## src/rtl/cursor_uart_rx.sv

```systemverilog
// Cursor packet receiver: 8N1 UART deserialiser, sync hunt, CRC8 / version /
// inter-byte timeout checks, decoded cursor fields and frame_id gap counter.
module cursor_uart_rx #(
  parameter int unsigned CLKS_PER_BIT = 217,
  parameter logic [31:0] TIMEOUT_CLKS = 32'd21700
) (
  input  logic              clk,
  input  logic              rst,
  input  logic              rx,
  output logic              pkt_valid,
  output logic [1:0]        buttons,
  output logic [3:0]        safety_flags,
  output logic signed [7:0] dx,
  output logic signed [7:0] dy,
  output logic [7:0]        frame_id,
  output logic              crc_err,
  output logic              ver_err,
  output logic              frame_err,
  output logic              timeout_err,
  output logic [7:0]        gap_cnt
);

  localparam logic [15:0] BIT_LAST  = 16'(CLKS_PER_BIT - 1);
  localparam logic [15:0] HALF_LAST = 16'(CLKS_PER_BIT / 2 - 1);

  localparam logic [1:0] S_IDLE  = 2'd0;
  localparam logic [1:0] S_START = 2'd1;
  localparam logic [1:0] S_DATA  = 2'd2;
  localparam logic [1:0] S_STOP  = 2'd3;

  localparam logic [0:0] P_HUNT    = 1'b0;
  localparam logic [0:0] P_COLLECT = 1'b1;

  // One byte of CRC8 (poly 0x07), MSB first, no reflection.
  function automatic logic [7:0] crc8_byte(input logic [7:0] crc_in, input logic [7:0] data);
    logic [7:0] c;
    c = crc_in ^ data;
    for (int i = 0; i < 8; i++) begin
      if (c[7]) c = {c[6:0], 1'b0} ^ 8'h07;
      else      c = {c[6:0], 1'b0};
    end
    return c;
  endfunction

  // Packet CRC: bytes 1..4 followed by one augmenting zero byte.
  function automatic logic [7:0] crc8_packet(input logic [5:1][7:0] pb);
    logic [7:0] c;
    c = 8'h00;
    for (int i = 1; i <= 4; i++) c = crc8_byte(c, pb[i]);
    c = crc8_byte(c, 8'h00);
    return c;
  endfunction

  logic             rx_meta_q, rx_s_q;
  logic [1:0]       bstate_q, bstate_d;
  logic [15:0]      clk_cnt_q, clk_cnt_d;
  logic [2:0]       bit_idx_q, bit_idx_d;
  logic [7:0]       shift_q, shift_d;
  logic             byte_stb_s, stop_bad_s;

  logic [0:0]       pstate_q, pstate_d;
  logic [2:0]       idx_q, idx_d;
  logic [5:1][7:0]  pkt_buf_q, pkt_buf_d;
  logic [31:0]      tmo_cnt_q, tmo_cnt_d;
  logic             eval_q, eval_d;
  logic             timeout_s;

  logic [7:0]       crc_s, next_id_s, gap_d;
  logic             crc_ok_s, ver_ok_s, good_s;

  logic             pkt_valid_q, crc_err_q, ver_err_q, frame_err_q, timeout_err_q;
  logic [1:0]       buttons_q;
  logic [3:0]       safety_q;
  logic [7:0]       dx_q, dy_q, frame_id_q, gap_cnt_q, prev_id_q;
  logic             have_prev_q;

  // Bit-level 8N1 receiver: start validation, mid-bit sampling, stop check.
  always_comb begin
    bstate_d   = bstate_q;
    clk_cnt_d  = clk_cnt_q;
    bit_idx_d  = bit_idx_q;
    shift_d    = shift_q;
    byte_stb_s = 1'b0;
    stop_bad_s = 1'b0;
    case (bstate_q)
      S_IDLE: begin
        if (rx_s_q == 1'b0) begin
          bstate_d  = S_START;
          clk_cnt_d = 16'd0;
        end else begin
          bstate_d  = S_IDLE;
        end
      end
      S_START: begin
        if (clk_cnt_q == HALF_LAST) begin
          clk_cnt_d = 16'd0;
          if (rx_s_q == 1'b0) begin
            bstate_d  = S_DATA;
            bit_idx_d = 3'd0;
          end else begin
            bstate_d  = S_IDLE;
          end
        end else begin
          clk_cnt_d = clk_cnt_q + 16'd1;
        end
      end
      S_DATA: begin
        if (clk_cnt_q == BIT_LAST) begin
          clk_cnt_d = 16'd0;
          shift_d   = {rx_s_q, shift_q[7:1]};
          if (bit_idx_q == 3'd7) begin
            bstate_d = S_STOP;
          end else begin
            bit_idx_d = bit_idx_q + 3'd1;
          end
        end else begin
          clk_cnt_d = clk_cnt_q + 16'd1;
        end
      end
      S_STOP: begin
        if (clk_cnt_q == BIT_LAST) begin
          clk_cnt_d = 16'd0;
          bstate_d  = S_IDLE;
          if (rx_s_q == 1'b1) begin
            byte_stb_s = 1'b1;
          end else begin
            stop_bad_s = 1'b1;
          end
        end else begin
          clk_cnt_d = clk_cnt_q + 16'd1;
        end
      end
      default: begin
        bstate_d  = S_IDLE;
        clk_cnt_d = 16'd0;
      end
    endcase
  end

  // Packet framing: sync hunt, byte collection, timeout and frame-error abort.
  always_comb begin
    pstate_d  = pstate_q;
    idx_d     = idx_q;
    pkt_buf_d = pkt_buf_q;
    tmo_cnt_d = tmo_cnt_q;
    eval_d    = 1'b0;
    timeout_s = 1'b0;
    case (pstate_q)
      P_HUNT: begin
        tmo_cnt_d = 32'd0;
        if (byte_stb_s && (shift_q == 8'hAA)) begin
          pstate_d = P_COLLECT;
          idx_d    = 3'd1;
        end else begin
          pstate_d = P_HUNT;
        end
      end
      P_COLLECT: begin
        if (stop_bad_s) begin
          // Frame error wins over a simultaneous timeout.
          pstate_d = P_HUNT;
          idx_d    = 3'd0;
        end else if (byte_stb_s) begin
          pkt_buf_d[idx_q] = shift_q;
          tmo_cnt_d        = 32'd0;
          if (idx_q == 3'd5) begin
            pstate_d = P_HUNT;
            idx_d    = 3'd0;
            eval_d   = 1'b1;
          end else begin
            idx_d = idx_q + 3'd1;
          end
        end else if ((tmo_cnt_q + 32'd1) >= TIMEOUT_CLKS) begin
          timeout_s = 1'b1;
          pstate_d  = P_HUNT;
          idx_d     = 3'd0;
        end else begin
          tmo_cnt_d = tmo_cnt_q + 32'd1;
        end
      end
      default: begin
        pstate_d = P_HUNT;
        idx_d    = 3'd0;
      end
    endcase
  end

  // Packet evaluation and frame_id continuity check.
  always_comb begin
    crc_s     = crc8_packet(pkt_buf_q);
    crc_ok_s  = (crc_s == pkt_buf_q[5]);
    ver_ok_s  = (pkt_buf_q[1][7:6] == 2'b01);
    good_s    = eval_q && crc_ok_s && ver_ok_s;
    next_id_s = prev_id_q + 8'd1;
    if (have_prev_q && (pkt_buf_q[4] != next_id_s) && (gap_cnt_q != 8'hFF)) begin
      gap_d = gap_cnt_q + 8'd1;
    end else begin
      gap_d = gap_cnt_q;
    end
  end

  // State and output registers with synchronous reset.
  always_ff @(posedge clk) begin
    if (rst) begin
      rx_meta_q     <= 1'b1;
      rx_s_q        <= 1'b1;
      bstate_q      <= S_IDLE;
      clk_cnt_q     <= 16'd0;
      bit_idx_q     <= 3'd0;
      shift_q       <= 8'h00;
      pstate_q      <= P_HUNT;
      idx_q         <= 3'd0;
      pkt_buf_q     <= '0;
      tmo_cnt_q     <= 32'd0;
      eval_q        <= 1'b0;
      pkt_valid_q   <= 1'b0;
      crc_err_q     <= 1'b0;
      ver_err_q     <= 1'b0;
      frame_err_q   <= 1'b0;
      timeout_err_q <= 1'b0;
      buttons_q     <= 2'b00;
      safety_q      <= 4'h0;
      dx_q          <= 8'h00;
      dy_q          <= 8'h00;
      frame_id_q    <= 8'h00;
      gap_cnt_q     <= 8'h00;
      prev_id_q     <= 8'h00;
      have_prev_q   <= 1'b0;
    end else begin
      rx_meta_q     <= rx;
      rx_s_q        <= rx_meta_q;
      bstate_q      <= bstate_d;
      clk_cnt_q     <= clk_cnt_d;
      bit_idx_q     <= bit_idx_d;
      shift_q       <= shift_d;
      pstate_q      <= pstate_d;
      idx_q         <= idx_d;
      pkt_buf_q     <= pkt_buf_d;
      tmo_cnt_q     <= tmo_cnt_d;
      eval_q        <= eval_d;
      pkt_valid_q   <= good_s;
      crc_err_q     <= eval_q && !crc_ok_s;
      ver_err_q     <= eval_q && crc_ok_s && !ver_ok_s;
      frame_err_q   <= stop_bad_s;
      timeout_err_q <= timeout_s;
      if (good_s) begin
        buttons_q   <= pkt_buf_q[1][5:4];
        safety_q    <= pkt_buf_q[1][3:0];
        dx_q        <= pkt_buf_q[2];
        dy_q        <= pkt_buf_q[3];
        frame_id_q  <= pkt_buf_q[4];
        gap_cnt_q   <= gap_d;
        prev_id_q   <= pkt_buf_q[4];
        have_prev_q <= 1'b1;
      end
    end
  end

  assign pkt_valid    = pkt_valid_q;
  assign buttons      = buttons_q;
  assign safety_flags = safety_q;
  assign dx           = dx_q;
  assign dy           = dy_q;
  assign frame_id     = frame_id_q;
  assign crc_err      = crc_err_q;
  assign ver_err      = ver_err_q;
  assign frame_err    = frame_err_q;
  assign timeout_err  = timeout_err_q;
  assign gap_cnt      = gap_cnt_q;

endmodule
```

## config.mk

```make
export PLATFORM = sky130hd
export DESIGN_NAME = cursor_uart_rx
export DESIGN_NICKNAME = d
export VERILOG_FILES = /design/src/rtl/cursor_uart_rx.sv
export SDC_FILE = /design/constraint.sdc
export NUM_CORES = 1
export LEC_CHECK = 0
export CORE_ASPECT_RATIO = 0.6
export CORE_MARGIN = 2
export CORE_UTILIZATION = 41
export CTS_CLUSTER_DIAMETER = 80
export DETAILED_ROUTE_END_ITERATION = 8
export PLACE_DENSITY_LB_ADDON = 0.2
export SYNTH_ARGS = -nofsm -noshare
export SYNTH_HDL_FRONTEND = slang
export SYNTH_SLANG_ARGS = --single-unit
```

## constraint.sdc

```tcl
create_clock -name clk -period 4.9 [get_ports clk]
set_input_delay 0.735 -clock clk [delete_from_list [all_inputs] [get_ports clk]]
set_output_delay 0.735 -clock clk [all_outputs]
set_load 0.02 [all_outputs]
```

==> impl_metrics.tcl, run 1 <==
set metrics [dict create \
    syn-instance-count 874 \
    maxCapViolCount 0 \
    final.min_clock_period_ns 4.555 \
    rr_endpoint "dy[2]$_SDFFE_PP0P_" \
    hold_viol 0 \
    synth_commonest_cells "152 x dfxtp_1, 147 x nor2_1, 83 x mux2i_1, 44 x xnor2_1, 43 x nand2_1" \
    setup_violations 0 \
    clock_tree.buffer_depth 2 \
    regArea_mm2 0.003043 \
    synth_edf_count 0 \
    vias 6108 \
    antenna_found_initial 0 \
    startpoint_type "flip-flop" \
    clkLatencyLatePin_ns 0.44 \
    synthTopCellsByArea "dfxtp_1 38%, mux2i_1 10%, nor2_1 6.8%" \
    gp_routability_congestion 0.8617 \
    fillCellCount 1812 \
    grt_pass1_vias 5530 \
    yosysUniqueCellTypes 61 \
    holdBufCountCts 0 \
    worstHoldEndpoint "rx_s_q$_SDFF_PP1_" \
    ctsRootBufferMaster "clkbuf_16" \
    drt_drc_violations_left 0 \
    core.rowCount 39 \
    status "finished, final reports clean" \
    num_antenna_cells 0 \
    power_leakage_nw 3.911 \
    coreArea_mm2 0.01918 \
    cp_max_fo 23 \
    critPathKind "flip-flop to flip-flop" \
    ant_nets 0 \
    dpl.hpwl_mm 13.44 \
    synthToLayoutAreaGrowth_pct 15.82 \
    critPathRequiredTime_ns 5.19 \
    drive_gt1_share_pct 7.213 \
    fin_nets 914 \
    clkSinkCount 152 \
    die_w_um 185.1 \
    syn-num-nets 886 \
    hold_path.class "flip-flop to flip-flop" \
    whs_path_depth 1 \
    drv_slew 0 \
    crit_buf_inv 2 \
    maxSlewHeadroom_pct 33.85 \
    max_stage_delay_ns 0.56 \
    htree_levels 4 \
    ys_seq_area_share_pct 37.72 \
    finalPower_mw 2.584 \
    ir_drop_mv 0.2190 \
    crit_chain "ha_1, xnor2_1, xor2_1, xor3_1, xnor2_1, buf_4, xor2_1, mux2_2, a2bb2oi_1, nor4b_4, nand2_2, buf_12, mux2i_1, nor2_1" \
    max_freq_mhz 219.6 \
    cts_tree "built" \
    rrSetupSlack_ns 0.35 \
    die_h_um 112.7 \
    dr.pass1.iters 5 \
    cp_slowest_cell "xor3_1" \
    arrival_ns 4.84 \
    fin_tns_setup_ns 0 \
    yosys_warnings 0 \
    worst_pin_slew_ns 0.9922 \
    ff2ff_path_depth 14 \
    synth_area_per_cell_um2 9.231 \
    yosysTopAreaCellShare_pct 37.72 \
    cts_buffers 17 \
    grt_pass1_wl_mm 30.60 \
    initial_utilization_pct 42.07 \
    grt_start_max_net_pins 96 \
    synth_area_mm2 0.008068 \
    wl_per_cell_um 15.94 \
    cts.clk_slew.worst_paths_ns 0.07 \
    io_buffers 45 \
    multi_input_area_mm2 0.004768 \
    powerDensity_mw_per_mm2 276.6 \
    grt_usage_pct 19.12 \
    yosysTopAreaCell "dfxtp_1" \
    path_delay_family "XOR/XNOR gates" \
    yosys.cell_count.top_type "dfxtp_1" \
    rsz0062_at_grt "no" \
    clock_skew_ns 0.009509 \
    die-area_mm2 0.02085 \
    drt-vias-per-instance 5.172 \
    post-route-period-util_pct 92.95 \
    ys_ff_latch 152 \
    endpoint_kind "flip-flop" \
    wl_mm 18.83 \
    boundaryPins 46 \
    r2r_start "pkt_buf_q[6]$_SDFFE_PP0P_" \
    min_from "rx_meta_q$_SDFF_PP1_" \
    grt-ovfl-total 0 \
    postCtsResizedCells 0 \
    synthArstFlopShare_pct 0 \
    postCtsSetupBuffers 0 \
    yosys_most_used_dff "dfxtp_1" \
    post-route-util_pct 48.72 \
    drt_iter0_drc 602 \
]
## sequential cells by signal, indices dropped and copies added, names as in the netlist, 2 cells and up, named ones only
register / flops
dy: 8
bit_idx_q: 3
safety_flags: 4
dx: 8
clk_cnt_q: 16
gap_cnt: 8
shift_q: 8
idx_q: 3
tmo_cnt_q: 32
prev_id_q: 8
pkt_buf_q: 40
buttons: 2
## layout by cell type (no fill, tap or decap), drive strengths merged, types with 17 or more instances in the layout
master,synthesis,layout
xor2,35,35
inv,17,21
nand3,29,29
nor3,21,21
clkdlybuf4s50,0,44
nor2,147,147
a21oi,38,38
clkbuf,39,22
xnor3,22,22
or3,17,17
o21ai,25,25
and2,20,20
dfxtp,152,152
mux2i,83,83
xnor2,50,50
nand2,43,43
## metal layers
| metal | global-route usage [%] | vias up | wire, um |
|---|---|---|---|
| met5 | 0 | - | 0 |
| li1 | - | 3108 | - |
| met3 | 4.737 | 10 | 1142 |
| met1 | 32.59 | 2839 | 10810 |
| met2 | 22.37 | 151 | 6752 |
| met4 | 4.974 | 0 | 121 |
## through the flow
stage,worst slack [ns],instance area (um2),hold slack (ns),cells
after global routing,0.06161,9344,0.4305,1181
final,0.3454,9344,0.4097,1181
after floorplan,0.8818,8068,0.3895,874
after global placement,0.5874,8762,0.3941,1149
after detailed placement,0.4428,8762,0.3948,1149
after CTS,0.3954,9344,0.4105,1181
## report_power, final
group | total (mW) | switching [mW] | internal, mW
Sequential | 1.24 | 0.00260 | 1.24
Combinational | 0.0396 | 0.0298 | 0.00981
Clock | 1.30 | 0.554 | 0.750
## kinds of logic after synthesis
logic type               synth area share (%)
AO/OA/AOI/OAI                           8.421
XOR/XNOR                                18.25
adder cells (fa/ha/maj)                 1.396
buffers and inverters                   3.210
flip-flops                              37.72
multiplexers                            10.44
AND/OR/NAND/NOR                         20.56
## area by class of cell
type	instances	area share, %
Multi-Input combinational cell	656	51.03
Sequential cell	152	32.57
Timing Repair Buffer	57	5.892
Clock buffer	22	5.075
Tap cell	266	3.562
Clock inverter	10	1.152
Inverter	18	0.7231
## how the worst max path moves through the flow
stage,start,end,slack [ns],cells past startpoint
floorplan,pkt_buf_q[7]$_SDFFE_PP0P_,gap_cnt[5]$_SDFFE_PP0P_,0.88,14
global placement,pkt_buf_q[6]$_SDFFE_PP0P_,safety_flags[2]$_SDFFE_PP0P_,0.59,14
detailed placement,pkt_buf_q[6]$_SDFFE_PP0P_,safety_flags[0]$_SDFFE_PP0P_,0.44,14
CTS,pkt_buf_q[6]$_SDFFE_PP0P_,dy[2]$_SDFFE_PP0P_,0.40,14
global route,pkt_buf_q[6]$_SDFFE_PP0P_,gap_cnt[5]$_SDFFE_PP0P_,0.06,13
finish,pkt_buf_q[6]$_SDFFE_PP0P_,dy[2]$_SDFFE_PP0P_,0.35,14
No activity file was read; power rests on OpenSTA's default activity.
==> inputs of run 2 (changes only) <==
Settings changed: ABC_CLOCK_PERIOD_IN_PS set to 4700, CORE_UTILIZATION 41 to 50.
Clock period 4.9 ns to 4.7 ns, I/O delays scaled along.
==> run 2 against run 1 <==
Power is 5.1% higher. Combinational power is 3% higher. Core utilization is 11 points higher. Register-to-register slack worse by 0.06 ns. Highest routed layer unchanged. Critical path depth is 1 lower. Sequential share of layout area is 0.17 points higher. Clock-buffer cell count is 4 lower. First-iteration DRC count is 5.3% lower. Clock skew is 0.0033 ns higher. Wire length is 1.3% lower. Largest power group unchanged.
==> impl_metrics.tcl, run 2 (synthesis gave the netlist of run 1 again) <==
set metrics [dict create \
    dpl.hpwl_mm 13.03 \
    cp_max_fo 6 \
    status "finished, final reports clean" \
    cp_slowest_cell "xnor3_2" \
    htree_levels 4 \
    drt_drc_violations_left 0 \
    multi_input_area_mm2 0.004780 \
    finalNonFillerCells 1121 \
    maxCapViolCount 0 \
    io_buffers 45 \
    hold_viol 0 \
    regArea_mm2 0.003043 \
    grt_pass1_vias 5600 \
    coreArea_mm2 0.01555 \
    initial_utilization_pct 51.90 \
    die-area_mm2 0.01720 \
    largest_register_ffs 40 \
    power_leakage_nw 3.915 \
    max_freq_mhz 226.4 \
    post-route-period-util_pct 93.99 \
    critPathRequiredTime_ns 5.05 \
    die_w_um 168.0 \
    holdWs_ns 0.4142 \
    seqPwrFrac_pct 47.6 \
    fillCellCount 1350 \
    antenna_found_initial 0 \
    startpoint_type "flip-flop" \
    endpoint_kind "flip-flop" \
    hold_path.class "flip-flop to flip-flop" \
    intPower_mw 2.068 \
    clock_power_share_pct 50.9 \
    wl_per_cell_um 16.57 \
    drt_iter0_drc 570 \
    holdBufCountCts 0 \
    clock_tree.buffer_depth 2 \
    fin_nets 917 \
    max_stage_delay_ns 0.59 \
    arrival_ns 4.77 \
    fin_tns_setup_ns 0 \
    grt_start_max_net_pins 71 \
    final.min_clock_period_ns 4.418 \
    gp_routability_congestion 0.8843 \
    dpl.cell_count 1089 \
    cts_tree "built" \
    final_common_cell "dfxtp_1" \
    cts_buffers 17 \
    finalPower_mw 2.716 \
    power_frac_comb_pct 1.5 \
    reg.largest.list "pkt_buf_q: 40 flops, tmo_cnt_q: 32 flops, clk_cnt_q: 16 flops" \
    crit_buf_inv 1 \
    worst_pin_slew_ns 1.092 \
    ir_drop_mv 0.2108 \
    ant_nets 0 \
    vias 6199 \
    grt-ovfl-total 0 \
    power.switching_mw 0.6476 \
    drv_slew 0 \
    rsz0062_at_grt "no" \
    p_sw_share_pct 23.84 \
    clkSinkCount 152 \
    largest_register "pkt_buf_q" \
    grt_usage_pct 22.51 \
    layout_common_cells "152 x dfxtp_1, 147 x nor2_1, 83 x mux2i_1" \
    clock_skew_ns 0.01284 \
    critPathKind "flip-flop to flip-flop" \
    synthToLayoutAreaGrowth_pct 15.23 \
    die_h_um 102.4 \
    dr.pass1.iters 5 \
    drive_gt1_share_pct 7.734 \
    drt-vias-per-instance 5.530 \
    num_antenna_cells 0 \
    core.rowCount 35 \
    powerDensity_mw_per_mm2 292.1 \
    setup_violations 0 \
    boundaryPins 46 \
    wl_mm 18.57 \
    clkLatencyLatePin_ns 0.43 \
    ctsRootBufferMaster "clkbuf_16" \
    maxSlewHeadroom_pct 26.92 \
    crit_chain "ha_1, xnor2_1, xnor3_2, xor2_4, xnor2_4, xnor3_1, a2111oi_2, nor2_1, nor4b_4, buf_4, nand3_2, or3_1, a21oi_1" \
    grt_pass1_wl_mm 30.39 \
    path_delay_family "XOR/XNOR gates" \
    cts.clk_slew.worst_paths_ns 0.07 \
]
## run 2: per-stage QoR
| stage | setup slack [ns] | cell area (um2) | utilization (%) |
|---|---|---|---|
| final | 0.2824 | 9296 | 59.80 |
| after global routing | 0.05177 | 9296 | 59.80 |
| after CTS | 0.2559 | 9285 | 59.73 |
| after detailed placement | 0.3047 | 8693 | 55.92 |
| after global placement | 0.4235 | 8693 | 55.92 |
| after floorplan | 0.6818 | 8068 | - |
## run 2: cell type report
class	instances	area share, %
multi-input combinational	656	51.41
sequential	152	32.73
timing repair buffer	60	6.030
clock buffer	18	4.724
tap	203	2.732
clock inverter	14	1.642
inverter	18	0.7268
## run 2: worst paths after layout
check / from / end / slack (ns) / cells past startpoint
hold / removal: rx_meta_q$_SDFF_PP1_ / rx_s_q$_SDFF_PP1_ / 0.41 / 1
hold reg to reg: rx_meta_q$_SDFF_PP1_ / rx_s_q$_SDFF_PP1_ / 0.41 / 1
setup / recovery: pkt_buf_q[6]$_SDFFE_PP0P_ / gap_cnt[5]$_SDFFE_PP0P_ / 0.28 / 13
setup reg to reg: pkt_buf_q[6]$_SDFFE_PP0P_ / gap_cnt[5]$_SDFFE_PP0P_ / 0.28 / 13
## run 2: worst register-to-register path: stages, from the launching register on
cell,delay (ns)
dfxtp_1,0.48
ha_1,0.29
xnor2_1,0.31
xnor3_2,0.59
xor2_4,0.31
xnor2_4,0.17
xnor3_1,0.37
a2111oi_2,0.45
nor2_1,0.14
nor4b_4,0.42
buf_4,0.23
nand3_2,0.11
or3_1,0.32
a21oi_1,0.14
## run 2: power groups by stage
| stage | sequential [mW] | clock, mW | combinational (mW) |
|---|---|---|---|
| floorplan | 1.32 | 0 | 0.0317 |
| global placement | 1.32 | 0 | 0.0408 |
| detailed placement | 1.32 | 0 | 0.0406 |
| CTS | 1.29 | 1.40 | 0.0409 |
| global route | 1.29 | 1.45 | 0.0456 |
| finish | 1.29 | 1.38 | 0.0409 |
## run 2: routing by layer
metal  global-route usage [%]  share of wire, %  up-vias  routed length, um
met3                    3.873               5.5       17               1024
met5                        0                 0        -                  0
met1                    37.11                56     2919              10440
met2                    29.12                37      167               6929
met4                    6.087              0.96        0                179
li1                         -                 -     3096                  -
## run 2: what timing repair did
action,4_1_cts,5_1_grt
setup endpoints to repair,0,1
setup buffers,0,0
endpoints found under the hold margin,0,0
resized for setup,0,1
